==> src/rtl/bp_me_pkg.sv <==
// Shared types for the L2 DMA demand/prefetch arbiter.
// Packets are flat vectors laid out as {write_not_read, addr}.
package bp_me_pkg;

   typedef enum logic {
      e_dma_src_demand   = 1'b0,
      e_dma_src_prefetch = 1'b1
   } e_dma_src_e;

endpackage

==> src/rtl/bp_me_dma_order_queue.sv <==
// Order queue for issued read blocks: a small tag FIFO, the fill beat counter
// and the pop that retires a block on its last accepted beat.
module bp_me_dma_order_queue
   import bp_me_pkg::*;
#(
   parameter  int max_outstanding_p     = 4,
   parameter  int block_size_in_fills_p = 8,
   localparam int lp_cnt_w  = $clog2(max_outstanding_p + 1),
   localparam int lp_ptr_w  = (max_outstanding_p > 1) ? $clog2(max_outstanding_p) : 1,
   localparam int lp_beat_w = $clog2(block_size_in_fills_p)
)(
   input  logic                clk_i,
   input  logic                reset_i,
   input  logic                i_push,
   input  e_dma_src_e          i_push_tag,
   input  logic                i_beat_accept,
   output e_dma_src_e          o_head_tag,
   output logic                o_empty,
   output logic [lp_cnt_w-1:0] o_count,
   output logic                o_pop
);

   localparam logic [lp_ptr_w-1:0]  lp_ptr_last  = lp_ptr_w'(max_outstanding_p - 1);
   localparam logic [lp_beat_w-1:0] lp_beat_last = lp_beat_w'(block_size_in_fills_p - 1);
   localparam logic [lp_cnt_w-1:0]  lp_cnt_max   = lp_cnt_w'(max_outstanding_p);

   e_dma_src_e           r_tags [max_outstanding_p];
   logic [lp_ptr_w-1:0]  r_wptr;
   logic [lp_ptr_w-1:0]  r_rptr;
   logic [lp_cnt_w-1:0]  r_count;
   logic [lp_beat_w-1:0] r_beat;
   logic                 w_full;
   logic                 w_push_ok;
   logic                 w_beat_ok;

   assign o_empty    = (r_count == lp_cnt_w'(0));
   assign w_full     = (r_count == lp_cnt_max);
   assign w_beat_ok  = i_beat_accept & ~o_empty;
   assign o_pop      = w_beat_ok & (r_beat == lp_beat_last);
   // A full queue still takes a push when the head retires in the same cycle.
   assign w_push_ok  = i_push & (~w_full | o_pop);
   assign o_head_tag = r_tags[r_rptr];
   assign o_count    = r_count;

   // Tag storage carries no reset; occupancy is tracked by r_count alone.
   always_ff @(posedge clk_i) begin
      if (w_push_ok) begin
         r_tags[r_wptr] <= i_push_tag;
      end
   end

   // Pointers, occupancy and beat position within the head block.
   always_ff @(posedge clk_i or posedge reset_i) begin
      if (reset_i) begin
         r_wptr  <= lp_ptr_w'(0);
         r_rptr  <= lp_ptr_w'(0);
         r_count <= lp_cnt_w'(0);
         r_beat  <= lp_beat_w'(0);
      end else begin
         if (w_push_ok) begin
            r_wptr <= (r_wptr == lp_ptr_last) ? lp_ptr_w'(0) : r_wptr + lp_ptr_w'(1);
         end
         if (o_pop) begin
            r_rptr <= (r_rptr == lp_ptr_last) ? lp_ptr_w'(0) : r_rptr + lp_ptr_w'(1);
         end
         case ({w_push_ok, o_pop})
            2'b10:   r_count <= r_count + lp_cnt_w'(1);
            2'b01:   r_count <= r_count - lp_cnt_w'(1);
            default: r_count <= r_count;
         endcase
         if (w_beat_ok) begin
            r_beat <= (r_beat == lp_beat_last) ? lp_beat_w'(0) : r_beat + lp_beat_w'(1);
         end
      end
   end

endmodule

==> src/rtl/bp_me_dma_prefetch_arbiter.sv <==
// Per-bank L2 DMA scheduler: demand-first issue register, read-order tracking
// and fill steering. Optional duplicate-prefetch drop: BP_ME_DMA_ARB_PF_DEDUP_EN.
module bp_me_dma_prefetch_arbiter
   import bp_me_pkg::*;
#(
   parameter  int daddr_width_p         = 32,
   parameter  int fill_width_p          = 64,
   parameter  int block_size_in_fills_p = 8,
   parameter  int max_outstanding_p     = 4,
   localparam int lp_pkt_w = 1 + daddr_width_p,
   localparam int lp_cnt_w = $clog2(max_outstanding_p + 1)
)(
   input  logic                    clk_i,
   input  logic                    reset_i,
   input  logic [lp_pkt_w-1:0]     demand_pkt_i,
   input  logic                    demand_pkt_v_i,
   output logic                    demand_pkt_yumi_o,
   input  logic [lp_pkt_w-1:0]     pf_pkt_i,
   input  logic                    pf_pkt_v_i,
   output logic                    pf_pkt_yumi_o,
   output logic [lp_pkt_w-1:0]     dma_pkt_o,
   output logic                    dma_pkt_v_o,
   input  logic                    dma_pkt_ready_and_i,
   input  logic [fill_width_p-1:0] dma_data_i,
   input  logic                    dma_data_v_i,
   output logic                    dma_data_ready_and_o,
   output logic [fill_width_p-1:0] demand_data_o,
   output logic                    demand_data_v_o,
   input  logic                    demand_data_ready_and_i,
   output logic [fill_width_p-1:0] pf_data_o,
   output logic                    pf_data_v_o,
   input  logic                    pf_data_ready_and_i,
   output logic [lp_cnt_w-1:0]     pf_inflight_o,
   output logic                    pf_drop_o
);

   localparam int                lp_ext_w   = lp_cnt_w + 1;
   localparam logic [lp_ext_w-1:0] lp_max_ext = lp_ext_w'(max_outstanding_p);

   logic [lp_pkt_w-1:0] r_pkt;
   logic                r_pkt_v;
   e_dma_src_e          r_pkt_src;
   logic [lp_cnt_w-1:0] r_pf_inflight;

   e_dma_src_e          w_head_tag;
   logic                w_q_empty;
   logic [lp_cnt_w-1:0] w_q_count;
   logic                w_pop;
   logic                w_push;
   logic                w_r_read;
   logic [lp_ext_w-1:0] w_reserved;
   logic                w_slot_avail;
   logic                w_load_en;
   logic                w_demand_load;
   logic                w_pf_load;
   logic                w_pf_dup;
   logic                w_dst_ready;
   logic                w_beat_accept;
   logic                w_pf_pop;

   // A read parked in R already owns a slot, so it is counted before it pushes.
   assign w_r_read     = r_pkt_v & ~r_pkt[daddr_width_p];
   assign w_reserved   = {1'b0, w_q_count} + {{lp_cnt_w{1'b0}}, w_r_read};
   assign w_slot_avail = (w_reserved < lp_max_ext) | w_pop;

   assign w_load_en     = ~r_pkt_v | dma_pkt_ready_and_i;
   assign w_demand_load = ~reset_i & w_load_en & demand_pkt_v_i
                        & (demand_pkt_i[daddr_width_p] | w_slot_avail);
   assign w_pf_load     = ~reset_i & w_load_en & pf_pkt_v_i & ~demand_pkt_v_i & w_slot_avail;
   assign w_push        = r_pkt_v & dma_pkt_ready_and_i & ~r_pkt[daddr_width_p];

`ifdef BP_ME_DMA_ARB_PF_DEDUP_EN
   localparam int lp_blk_off_w = $clog2(block_size_in_fills_p * fill_width_p / 8);
   assign w_pf_dup = ~reset_i & pf_pkt_v_i & demand_pkt_v_i & ~demand_pkt_i[daddr_width_p]
                   & (demand_pkt_i[daddr_width_p-1:lp_blk_off_w] == pf_pkt_i[daddr_width_p-1:lp_blk_off_w]);
`else
   assign w_pf_dup = 1'b0;
`endif

   assign demand_pkt_yumi_o = w_demand_load;
   assign pf_pkt_yumi_o     = w_pf_load | w_pf_dup;
   assign pf_drop_o         = w_pf_dup;
   assign dma_pkt_o         = r_pkt;
   assign dma_pkt_v_o       = r_pkt_v;
   assign pf_inflight_o     = r_pf_inflight;

   assign w_dst_ready          = (w_head_tag == e_dma_src_prefetch) ? pf_data_ready_and_i
                                                                    : demand_data_ready_and_i;
   assign dma_data_ready_and_o = ~w_q_empty & w_dst_ready;
   assign w_beat_accept        = dma_data_v_i & dma_data_ready_and_o;
   assign demand_data_v_o      = dma_data_v_i & ~w_q_empty & (w_head_tag == e_dma_src_demand);
   assign pf_data_v_o          = dma_data_v_i & ~w_q_empty & (w_head_tag == e_dma_src_prefetch);
   assign demand_data_o        = dma_data_i;
   assign pf_data_o            = dma_data_i;
   assign w_pf_pop             = w_pop & (w_head_tag == e_dma_src_prefetch);

   bp_me_dma_order_queue #(
      .max_outstanding_p     (max_outstanding_p),
      .block_size_in_fills_p (block_size_in_fills_p)
   ) order_queue (
      .clk_i         (clk_i),
      .reset_i       (reset_i),
      .i_push        (w_push),
      .i_push_tag    (r_pkt_src),
      .i_beat_accept (w_beat_accept),
      .o_head_tag    (w_head_tag),
      .o_empty       (w_q_empty),
      .o_count       (w_q_count),
      .o_pop         (w_pop)
   );

   // Issue register: demand takes priority on load, otherwise it drains when accepted.
   always_ff @(posedge clk_i or posedge reset_i) begin
      if (reset_i) begin
         r_pkt     <= {lp_pkt_w{1'b0}};
         r_pkt_v   <= 1'b0;
         r_pkt_src <= e_dma_src_demand;
      end else if (w_demand_load) begin
         r_pkt     <= demand_pkt_i;
         r_pkt_v   <= 1'b1;
         r_pkt_src <= e_dma_src_demand;
      end else if (w_pf_load) begin
         r_pkt     <= pf_pkt_i;
         r_pkt_v   <= 1'b1;
         r_pkt_src <= e_dma_src_prefetch;
      end else if (dma_pkt_ready_and_i) begin
         r_pkt_v   <= 1'b0;
      end
   end

   // Prefetch blocks counted from load into R until their last beat retires.
   always_ff @(posedge clk_i or posedge reset_i) begin
      if (reset_i) begin
         r_pf_inflight <= lp_cnt_w'(0);
      end else begin
         case ({w_pf_load, w_pf_pop})
            2'b10:   r_pf_inflight <= r_pf_inflight + lp_cnt_w'(1);
            2'b01:   r_pf_inflight <= r_pf_inflight - lp_cnt_w'(1);
            default: r_pf_inflight <= r_pf_inflight;
         endcase
      end
   end

endmodule
==> config.mk <==
export PLATFORM = sky130hd
export DESIGN_NAME = bp_me_dma_prefetch_arbiter
export DESIGN_NICKNAME = d
export VERILOG_FILES = /design/src/rtl/bp_me_pkg.sv /design/src/rtl/bp_me_dma_order_queue.sv /design/src/rtl/bp_me_dma_prefetch_arbiter.sv
export SDC_FILE = /design/constraint.sdc
export NUM_CORES = 1
export LEC_CHECK = 0
export ABC_AREA = 0
export BUFFER_PORTS_ARGS = -buffer_cell sky130_fd_sc_hd__buf_2
export CAP_MARGIN = 15
export CELL_PAD_IN_SITES_DETAIL_PLACEMENT = 0
export CELL_PAD_IN_SITES_GLOBAL_PLACEMENT = 2
export CORE_MARGIN = 1.5
export CORE_UTILIZATION = 22
export DETAILED_ROUTE_END_ITERATION = 10
export PLACE_DENSITY = 0.9
export SKIP_LAST_GASP = 1
export SYNTH_ARGS = -nofsm -noshare
export SYNTH_HDL_FRONTEND = slang
export SYNTH_SLANG_ARGS = --single-unit
==> constraint.sdc <==
create_clock -name clk_i -period 3 [get_ports clk_i]
set_input_delay 0 -clock clk_i [delete_from_list [all_inputs] [get_ports clk_i]]
set_output_delay 0 -clock clk_i [all_outputs]
set_load 0.005 [all_outputs]
==> reports/metrics.cfg <==
[floorplanning]
coreArea_um2=18100
top_level_ports=309
num_rows=49
die_area_um2=19500
start_util=0.226
dieWidth_um=140
die_y_um=140

[clocking]
root_buffer=clkbuf_16
cts.htree.levels=2
clk_latency_ns=0.31
cts_inserted_buffers=5
cts_max_path_buffers=2
cts.clk_slew.worst_paths_ns=0.08
postCtsSetupBuffers=0
cts_sinks=52
cts_tree=built

[sta]
period_needed_ns=2.85
worst_pin_slew_ns=0.644
rsz0062_at_grt=false
setup_tns_ns=0
worst_slack_ns=0.150
slew_headroom=0.570
hold_violations=0
timing.final.crit_share=0.950
finClkSkew_ns=0.00826
setup_viol=0
fmax_ghz=0.351
report.final.slew_viol_count=0

[synth]
yosysTopAreaCell=dfrtp_1
synthCells=418
synth_seq_cells=52
netlist_area_um2=4100
synthTopCellsByCount=buf_4, nand3_1, dfrtp_1
ys_seq_area_frac=0.322
synth.most_common_cell=buf_4
synthArstFlopShare=0.923
syn_nets=566
yosysTopAreaCellShare=0.293
syn_avg_cell_area_um2=9.82
synth_area_leaders=dfrtp_1, buf_4, nand3_1
yosys.cell_types.count=46
synth_edf_count=4
synthFlopType=dfrtp_1
yosysWarnings=0

[drt]
vias=2978
drt_iter0_markers=106
routed_wirelength_um=11400
wire_per_inst_um=16.6
via_per_inst=4.35
drc=25
drt_first_pass_iters=7
final_antenna_net_count=0

[critical_path]
critical-path-max-stage-delay_ns=0.60
cpMaxStageDelayCell=mux4_2
setup.worst_path.class=reg -> reg
crit_chain=mux4_2 > mux2i_4 > o211ai_4 > buf_4 > nand3_1 > o311ai_4 > dlygate4sd3_1
path_max_fanout=33
cp_data_required_time_ns=3.24
end_kind=flop
cp.arrival_ns=3.09
cp-start-kind=flop

[final_layout]
area_growth_pct=15.1
diodes=0
drive_gt1_frac=0.391
nets=602

[placed_design]
place_ws_ns=0.388
numPortBuffers=115
dp_hpwl_um=7740
gp_congestion=0.729

[hold_path]
hp-class=in -> out

[grt]
grt_max_degree=34
grt-ovfl-total=0
grt_pass1_vias=3057
antenna_found_initial=0
grt_usage=0.114
grt_pass1_wl_um=17100

[power_and_ir_drop]
irDropWorstVdd_mv=0.309
pwr_density_cell_nw_per_um2=752
leakagePower_uw=0.00212

[job]
drv_cap=0

[outcome]
status=finished, violations left
failed_checks=DRC

placed cells by master (no fill, tap or decap), types with 6 or more instances in the layout:
master and instances:
nor2_1 11, buf_2 115, buf_4 6, dlygate4sd3_1 55, inv_1 42, nand3_1 65
ha_1 8, o311ai_4 10, o311ai_2 17, dfrtp_1 48, mux2_2 7
path summary, 6_finish.rpt:
path | slack, ns | end | startpoint | cells past startpoint
max in group asynchronous | 1.86 | dma_pkt_o[6]$_DFFE_PP0P_ | reset_i | 4
max | 0.15 | dma_pkt_o[12]$_DFFE_PP0P_ | order_queue.r_rptr[0]$_DFFE_PP0P_ | 7
max reg2reg | 0.15 | dma_pkt_o[12]$_DFFE_PP0P_ | order_queue.r_rptr[0]$_DFFE_PP0P_ | 7
min | 0.000003 | pf_data_o[12] | dma_data_i[12] | 0
min in group asynchronous | 0.36 | order_queue.r_wptr[1]$_DFFE_PP0P_ | reset_i | 3
min reg2reg | 0.48 | pf_inflight_o[2]$_DFFE_PP0P_ | pf_inflight_o[2]$_DFFE_PP0P_ | 1
layout make-up:
cell class | count | area, um2
timing repair buffer | 180 | 1250
inverter | 44 | 168
fill | 1964 | 13400
clock inverter | 3 | 28.8
multi-input combinational | 171 | 1540
tap | 229 | 287
sequential | 52 | 1320
clock buffer | 5 | 125
timing repair:
item | CTS | global route
endpoints found under the setup margin | 0 | 9
hold buffers | 55 | 0
hold endpoints to repair | 58 | 0
gates resized for setup | 0 | 4
flip-flops by register name, summed over array words and instances (netlist names):
name,cells
dma_pkt_o,33
order_queue.r_tags,4
order_queue.o_count,3
order_queue.r_beat,3
pf_inflight_o,3
order_queue.r_rptr,2
order_queue.r_wptr,2
dma_pkt_v_o,1
r_pkt_src,1
per-layer routing:
metal	track usage	share of wire	wire length, um	vias up
met5	0	0	0	-
met4	0.0443	0.019	212	0
met3	0.0330	0.071	807	24
met2	0.198	0.50	5640	141
met1	0.133	0.41	4720	1448
li1	-	-	-	1365
stage by stage:
| step | power (uW) | instance area (um2) | hold slack [ns] | utilization | std cells |
|---|---|---|---|---|---|
| final | 3550 | 4720 | 0.00000252 | 0.260 | 684 |
| after global routing | 3850 | 4720 | 0.0000122 | 0.260 | 684 |
| after CTS | 3610 | 4710 | 0.0000507 | 0.260 | 684 |
| after detailed placement | 2740 | 4010 | 0.0000507 | 0.221 | 621 |
| after global placement | 2720 | 4010 | 0.0000507 | 0.221 | 621 |
| after floorplan | 2320 | 4100 | 0.0808 | - | 418 |
worst max-delay path: cells and delay by family, from the launching register on:
family / cells / cell delay [ns]
AO/OA/AOI/OAI: 2 / 0.29
multiplexers: 2 / 0.85
AND/OR/NAND/NOR: 1 / 0.21
flip-flops: 1 / 0.42
buffers and inverters: 2 / 1.00
cells by family after synthesis:
kind of cell | after synthesis | share of synthesized area
buffers and inverters | 195 | 0.306
flip-flops | 52 | 0.322
other | 1 | 0.000914
multiplexers | 10 | 0.0326
AO/OA/AOI/OAI | 54 | 0.184
XOR/XNOR | 3 | 0.00640
AND/OR/NAND/NOR | 93 | 0.114
adder cells (fa/ha/maj) | 10 | 0.0341
where the power goes:
group	leakage (uW)	switching [uW]	internal [uW]
clock	0.0000767	327	324
combinational	0.00141	784	886
sequential	0.000624	223	1000
Power figures use the tool's default switching activity.
